### config.mk
export PLATFORM = sky130hd
export DESIGN_NAME = rob
export DESIGN_NICKNAME = d
export VERILOG_FILES = /design/src/rtl/rob_pkg.sv /design/src/rtl/rob_query.sv /design/src/rtl/rob.sv
export SDC_FILE = /design/constraint.sdc
export NUM_CORES = 2
export LEC_CHECK = 0
export CORE_MARGIN = 2
export CORE_UTILIZATION = 35
export CTS_CLUSTER_SIZE = 12
export DETAILED_ROUTE_END_ITERATION = 12
export PLACE_DENSITY = 0.62
export SLEW_MARGIN = 10
export SYNTH_ARGS = -nofsm -noshare
export SYNTH_HDL_FRONTEND = slang
export SYNTH_SLANG_ARGS = --single-unit
### constraint.sdc
create_clock -name clk_in -period 25.2 [get_ports clk_in]
set_input_delay 2.52 -clock clk_in [delete_from_list [all_inputs] [get_ports clk_in]]
set_output_delay 2.52 -clock clk_in [all_outputs]
set_load 0.1 [all_outputs]
### src/rtl/rob_pkg.sv
// rob_pkg: reorder buffer sizing and instruction kind encodings shared by the ROB files
package rob_pkg;
    localparam int ROB_WIDTH = 3;
    localparam int ROB_SIZE = 1 << ROB_WIDTH;
    typedef enum logic [1:0] {
        KIND_REG = 2'd0,
        KIND_BR  = 2'd1,
        KIND_ST  = 2'd2
    } kind_t;
endpackage

### src/rtl/rob_query.sv
// rob_query: combinational operand lookup into the ROB with ALU/LSB broadcast bypass
module rob_query
    import rob_pkg::*;
(
    input  logic [ROB_WIDTH-1:0]       id,
    input  logic [ROB_SIZE-1:0]        ready_vec,
    input  logic [ROB_SIZE-1:0][31:0]  value_vec,
    input  logic                       alu_ready,
    input  logic [ROB_WIDTH-1:0]       alu_rob_id,
    input  logic [31:0]                alu_value,
    input  logic                       lsb_ready,
    input  logic [ROB_WIDTH-1:0]       lsb_rob_id,
    input  logic [31:0]                lsb_value,
    output logic                       ready,
    output logic [31:0]                value
);
    logic alu_hit, lsb_hit;

    always_comb begin
        alu_hit = alu_ready && alu_rob_id == id;
        lsb_hit = lsb_ready && lsb_rob_id == id;
        ready   = alu_hit || lsb_hit || ready_vec[id];
        value   = alu_hit ? alu_value : lsb_hit ? lsb_value : value_vec[id];
    end
endmodule

### src/rtl/rob.sv
// rob: in-order reorder buffer with bus wakeup, single commit per cycle and mispredict flush
module rob
    import rob_pkg::*;
(
    input  logic                 clk_in,
    input  logic                 rst_in,
    input  logic                 rdy_in,
    output logic                 rob_full,
    output logic [ROB_WIDTH-1:0] alloc_id,
    input  logic                 dec_ready,
    input  logic [1:0]           dec_kind,
    input  logic [4:0]           dec_rd,
    input  logic [31:0]          dec_pred_pc,
    input  logic [ROB_WIDTH-1:0] query_j_id,
    input  logic [ROB_WIDTH-1:0] query_k_id,
    output logic                 query_j_ready,
    output logic                 query_k_ready,
    output logic [31:0]          query_j_value,
    output logic [31:0]          query_k_value,
    input  logic                 alu_ready,
    input  logic [ROB_WIDTH-1:0] alu_rob_id,
    input  logic [31:0]          alu_value,
    input  logic                 lsb_ready,
    input  logic [ROB_WIDTH-1:0] lsb_rob_id,
    input  logic [31:0]          lsb_value,
    output logic                 commit_valid,
    output logic [4:0]           commit_rd,
    output logic [31:0]          commit_value,
    output logic [ROB_WIDTH-1:0] commit_rob_id,
    output logic                 commit_store,
    output logic                 clear,
    output logic [31:0]          redirect_pc
);
    logic [ROB_SIZE-1:0]        busy, ready;
    logic [ROB_SIZE-1:0][31:0]  value;
    kind_t                      kind [ROB_SIZE];
    logic [4:0]                 rd [ROB_SIZE];
    logic [31:0]                pred_pc [ROB_SIZE];
    logic [ROB_WIDTH-1:0]       head, tail;
    logic [ROB_WIDTH:0]         count;
    logic                       do_alloc, do_commit, mispredict;

    always_comb begin
        rob_full   = count == (ROB_WIDTH+1)'(ROB_SIZE);
        alloc_id   = tail;
        do_alloc   = dec_ready && !rob_full && !clear;
        do_commit  = count != '0 && busy[head] && ready[head];
        mispredict = do_commit && kind[head] == KIND_BR && value[head] != pred_pc[head];
    end

    always_ff @(posedge clk_in or posedge rst_in) begin
        if (rst_in) begin
            head          <= '0;
            tail          <= '0;
            count         <= '0;
            busy          <= '0;
            ready         <= '0;
            value         <= '0;
            commit_valid  <= 1'b0;
            commit_store  <= 1'b0;
            clear         <= 1'b0;
            commit_rd     <= '0;
            commit_value  <= '0;
            commit_rob_id <= '0;
            redirect_pc   <= '0;
            for (int i = 0; i < ROB_SIZE; i++) begin
                kind[i]    <= KIND_REG;
                rd[i]      <= '0;
                pred_pc[i] <= '0;
            end
        end else if (rdy_in) begin
            commit_valid <= do_commit && !mispredict;
            commit_store <= do_commit && kind[head] == KIND_ST;
            clear        <= mispredict;
            if (do_commit && !mispredict) begin
                commit_rd     <= kind[head] == KIND_REG ? rd[head] : 5'd0;
                commit_value  <= value[head];
                commit_rob_id <= head;
            end
            if (mispredict) begin
                redirect_pc <= value[head];
                head        <= '0;
                tail        <= '0;
                count       <= '0;
                busy        <= '0;
            end else begin
                // the ROB is already empty while clear is high, so late broadcasts are dropped
                for (int i = 0; i < ROB_SIZE; i++) begin
                    if (!clear && busy[i] && alu_ready && alu_rob_id == ROB_WIDTH'(i)) begin
                        ready[i] <= 1'b1;
                        value[i] <= alu_value;
                    end
                    if (!clear && busy[i] && lsb_ready && lsb_rob_id == ROB_WIDTH'(i)) begin
                        ready[i] <= 1'b1;
                        value[i] <= lsb_value;
                    end
                end
                if (do_alloc) begin
                    busy[tail]    <= 1'b1;
                    ready[tail]   <= 1'b0;
                    kind[tail]    <= kind_t'(dec_kind);
                    rd[tail]      <= dec_rd;
                    pred_pc[tail] <= dec_pred_pc;
                    tail          <= tail + 1'b1;
                end
                if (do_commit) begin
                    busy[head] <= 1'b0;
                    head       <= head + 1'b1;
                end
                count <= count + (ROB_WIDTH+1)'(do_alloc) - (ROB_WIDTH+1)'(do_commit);
            end
        end
    end

    rob_query u_query_j (
        .id(query_j_id), .ready_vec(ready), .value_vec(value),
        .alu_ready(alu_ready), .alu_rob_id(alu_rob_id), .alu_value(alu_value),
        .lsb_ready(lsb_ready), .lsb_rob_id(lsb_rob_id), .lsb_value(lsb_value),
        .ready(query_j_ready), .value(query_j_value)
    );

    rob_query u_query_k (
        .id(query_k_id), .ready_vec(ready), .value_vec(value),
        .alu_ready(alu_ready), .alu_rob_id(alu_rob_id), .alu_value(alu_value),
        .lsb_ready(lsb_ready), .lsb_rob_id(lsb_rob_id), .lsb_value(lsb_value),
        .ready(query_k_ready), .value(query_k_value)
    );
endmodule

After elaboration in Yosys (flattened, before gate mapping)

Cells that the tools add are included.

Eq/ne operators: 22
$add $sub $neg: 4
Reduce and logical (&&, ||, !) cells: 90
Bitwise operators: 8
$lt $le $gt $ge: 9
Multiplexer cells: 100

Operator list:

| cell                                                 | count |
|---|---|
| 2-to-1 mux 32 bit                                    | 26 |
| binary-select mux 32 bit (select 3 bit)              | 4 |
| bitwise mux 256 bit                                  | 1 |
| demux 32 bit (select 3 bit)                          | 1 |
| logical AND 1 bit                                    | 55 |
| 2-to-1 mux 8 bit                                     | 6 |
| bitwise mux 40 bit                                   | 1 |
| 2-to-1 mux 1 bit                                     | 38 |
| != test 32 bit                                       | 1 |
| AND reduction 3 bit                                  | 9 |
| equality test 3 bit (second input constant)          | 8 |
| 2-to-1 mux 5 bit                                     | 4 |
| nonzero test 2 bit                                   | 10 |
| bitwise AND 8 bit                                    | 2 |
| bitwise mux 16 bit                                   | 1 |
| < comparator 3 x 4 -> 1 bit (second input constant)  | 4 |
| inverter 8 bit                                       | 2 |
| binary-select mux 5 bit (select 3 bit)               | 1 |
| demux 5 bit (select 3 bit)                           | 1 |
| binary-select mux 1 bit (select 3 bit)               | 4 |
| equality test 3 x 2 -> 1 bit (second input constant) | 4 |
| equality test 3 bit                                  | 4 |
| 2-to-1 mux 3 bit                                     | 4 |
| AND reduction 2 bit                                  | 5 |
| 23 further kinds                                     | 37 |

Register bits after elaboration: 669

Depth between registers and ports, before layout

Word-level depth: 12
Depth in mapped cells: 19
Gate-level depth less buffers: 14

By module

A second synthesis with hierarchy kept.

Cells, all modules: 3364
Area, all modules: 39376.5 µm²

By module, submodules not included:

| module    | seq. area each (µm²) | instances | area an instance (µm²) | cells an instance |
|---|---|---|---|---|
| rob       | 16741.1              | 1         | 33733.6                | 2814 |
| rob_query | 0.0                  | 2         | 2821.5                 | 275 |

Worst setup path after synthesis

No wires, ideal clock.

Kind: input-to-output
Start: in query_j_id[0]
End: out query_j_value[25]
Arrival time: 6.358 ns
Required time: 22.680 ns
Stages on the path: 8
Slack: 16.322 ns
Cell sequence: clkbuf_1 > buf_1 > buf_1 > mux4_2 > mux2i_1 > nand2_1 > o21ai_0 > o21ai_0

Longest elaborated chain between the ends: 4
Elaborated cells on any way between the ends: 8
Classes of those cells: eq/ne (2); mux (4); reduce/logical (2)

Ends and longest elaborated chain:

| item                                                                           | RTL line                         | text |
|---|---|---|
| from (decl)                                                                    | rob.sv:14                        | `input logic [ROB_WIDTH-1:0] query_j_id,` |
| binary-select mux 32 bit (select 3 bit) or equality test 3 bit (tied branches) | rob_query.sv:23, rob_query.sv:21 |  |
| 2-to-1 mux 32 bit (implied by the code) or logical AND 1 bit (tied branches)   | rob_query.sv:23, rob_query.sv:21 |  |
| 2-to-1 mux 32 bit                                                              | rob_query.sv:23                  | `value = alu_hit ? alu_value : lsb_hit ? lsb_value : value_vec[id];` |
| 2-to-1 mux 32 bit *                                                            | rob_query.sv:23                  |  |
| to (decl)                                                                      | rob.sv:18                        | `output logic [31:0] query_j_value,` |

Mark *: on every way between the ends. The rest lies on a longest branch, timed or not. The select of a mux whose other input is x is not followed.

Worst setup path in the final report

Start: in query_j_id[2]
End: out query_j_value[27]

Same word-level chain as after synthesis.

==> reports/results.ini <==
[timing]
worstMarginPinSlew_ns = 1.254
worst_clock_skew_ns = 0.03283
fmax_mhz = 111.0
finalSetupTns_ns = 0
setup_viol = 0
timing.final.hold_violations = 0
max_slew_margin = 0.1640
report.final.slew_viol_count = 0
period_share = 0.3573
grt_setup_unrepaired = false
whs_ns = 0.4835
period_needed_ns = 9.005

[detailed_routing]
wl_per_cell_um = 29.06
ant_nets = 0
wirelength_um = 137900
vias_per_cell = 5.848
drc = 0
routed-via-count = 27743
drt_iter0_markers = 2721
first_pass_iters = 7

[synth]
synth-seq-cells = 669
syn_nets = 3202
yosys-top-cells-area = dfrtp_1 (43%), mux2_2 (23%), mux4_2 (12%)
synth_common_cells = mux2_2 (811), dfrtp_1 (669), nand2_1 (236)
synth_top_flop_cell = dfrtp_1
yosys.cell_count.top_type = mux2_2
synth.largest_area_cell = dfrtp_1
synth.distinct_cells = 72
synth_top_area_share = 0.4253
synth.cell_area_um2 = 39360
ys_seq_area_frac = 0.4253
synthesis.instances = 3072
avgSynthCellArea_um2 = 12.81
synth_warnings = 0
synth-edff-count = 0
synthArstFlopShare = 1.000

[clock_network]
hold_buffers = 0
cts_tree = yes
clk_latency_ns = 0.66
cts_inserted_buffers = 81
cts-root-buf = clkbuf_16
htreeDepth = 3
post_cts_buffers = 0
clock-sinks = 669
cts_resized = 0
clkTransAtPathRegs_ns = 0.06
cts_buffer_depth = 3

[setup_path]
crit_path_top_delay_cell = clkdlybuf4s50_1
crit_fanout = 54
path_common_cell = buf_4
max_stage_delay_ns = 1.16
critical_path.top_delay_family = buffers and inverters
path_cells = buf_2 -> buf_4 -> xor2_1 -> nor3_2 -> buf_4 -> nand2_1 -> o21ai_0 -> clkdlybuf4s50_1
critPathBufInv = 4
end_kind = output port
critPathLaunchType = input port
worstPathRequired_ns = 22.68
reg2reg_depth = 12
cp.depth = 8
critPathArrivalTime_ns = 6.49
criticalPathCategory = in -> out

[floorplanning]
start_util = 0.3513
core_area_um2 = 112000
die_y_um = 339.3
io-pin-count = 266
rows = 123
die_w_um = 339.3
dieArea_um2 = 115200

[global_route]
grt_pass1_wl_um = 201300
overflow = 0
grt_antenna_before_repair = 13
grt_use_total = 0.2362
grt_pass1_vias = 27670
grt_start_max_net_pins = 158

[min_path]
hold_path_depth = 1
hold_class = reg -> reg

[power]
powerDensity_nw_per_um2 = 140.1
ir_drop_uv = 120.4
leakage_uw = 0.01959

[flow_run]
cap_violations = 0

[placed_design]
place.gp.congestion = 0.8888
port_buffers = 265
post-dp-hpwl_um = 84090

[status]
outcome = finished, final reports clean

[layout]
area_delta_synth_final_pct = 16.73
nets = 3303
layout-drive-gt1-share = 0.3888

-- sequential cells by signal, summed over array words and instances, names as in the netlist, 4 cells and up --
signal,count
pred_pc,256
value,256
kind,16
busy,8
count,4
rd,40
redirect_pc,32
commit_value,32
commit_rd,5
ready,8
-- metal layers --
layer	global-route usage	wire, um
met2	0.3619	62890
met3	0.05427	11030
met4	0.09661	5611
met1	0.3229	58290
met5	0	37
-- cells by family (layout without fill, tap and decap cells) --
kind of cell | Yosys count | in the layout | synth area share
multiplexers | 1234 | 1234 | 0.4093
flip-flops | 669 | 669 | 0.4253
AND/OR/NAND/NOR | 384 | 384 | 0.04422
AO/OA/AOI/OAI | 337 | 337 | 0.05630
buffers and inverters | 327 | 493 | 0.03684
XOR/XNOR | 112 | 112 | 0.02492
adder cells (fa/ha/maj) | 9 | 9 | 0.003052
other | 0 | 6 | 0
-- placed cells by master, fill, tap and decap left out, types with 7 or more instances in the layout --
cell / instances
mux4_2: 208
o22ai_1: 30
mux2_1: 114
a221oi_1: 23
mux2i_1: 101
buf_4: 59
clkbuf_8: 22
nor3_1: 13
clkbuf_16: 83
bufinv_16: 7
nor2_1: 30
nand2_1: 228
ha_1: 8
clkdlybuf4s50_1: 259
nand2b_1: 7
a31oi_1: 8
nand4_1: 10
a21oi_1: 18
mux2_2: 811
clkinv_2: 15
a22oi_1: 15
xor2_1: 47
inv_1: 20
o211ai_1: 23
clkbuf_1: 13
o21a_1: 10
nor2b_1: 7
xnor2_1: 65
o21ai_0: 152
nand2_4: 8
nand3_1: 25
dfrtp_1: 666
-- worst reg2reg max path, cell delays in order (launching register included) --
cell	delay, ns
dfrtp_4	0.99
buf_4	0.69
buf_4	0.65
nor2b_1	0.26
a221oi_1	0.10
o22ai_1	0.77
xor2_1	0.18
a2111oi_1	0.77
nand4_1	0.42
o21ai_2	1.09
and3_2	0.60
buf_4	0.62
mux2_2	0.45
-- stage by stage --
stage	power, uW	worst slack, ns	utilization	cell area, um^2	instances
finish	6439	16.19	0.4101	45950	4744
global route	6712	16.05	0.4100	45940	4741
CTS	6446	16.31	0.4099	45930	4738
detailed placement	5194	16.33	0.3849	43120	4590
global placement	5140	16.35	0.3849	43120	4590
floorplan	4177	3.929	-	39360	3072
-- worst paths after layout --
check	startpoint	endpoint	slack (ns)
worst max-delay path	query_j_id[2]	query_j_value[27]	16.19
worst min-delay path	redirect_pc[14]$_DFFE_PP0P_	redirect_pc[14]$_DFFE_PP0P_	0.48
worst max register to register	head[1]$_DFFE_PP0P_	value[236]$_DFFE_PP0P_	17.49
worst min register to register	redirect_pc[14]$_DFFE_PP0P_	redirect_pc[14]$_DFFE_PP0P_	0.48
max in group asynchronous	rst_in	head[1]$_DFFE_PP0P_	19.45
min in group asynchronous	rst_in	redirect_pc[21]$_DFFE_PP0P_	2.41
-- layout make-up --
type                       count  area, um^2
fill                       10584       66090
inverter                      23       93.84
antenna                        6       15.01
clock inverter                30       379.1
timing repair buffer         322        3085
clock buffer                 118        2429
multi-input combinational   2076       21310
tap                         1500        1877
sequential                   669       16750
-- power breakdown --
group | leakage, uW | switching, uW | internal, uW | total (uW)
sequential | 0.00859 | 413 | 1530 | 1940
clock | 0.00139 | 494 | 742 | 1240
combinational | 0.00961 | 2000 | 1260 | 3260
Power figures use the tool's default switching activity.
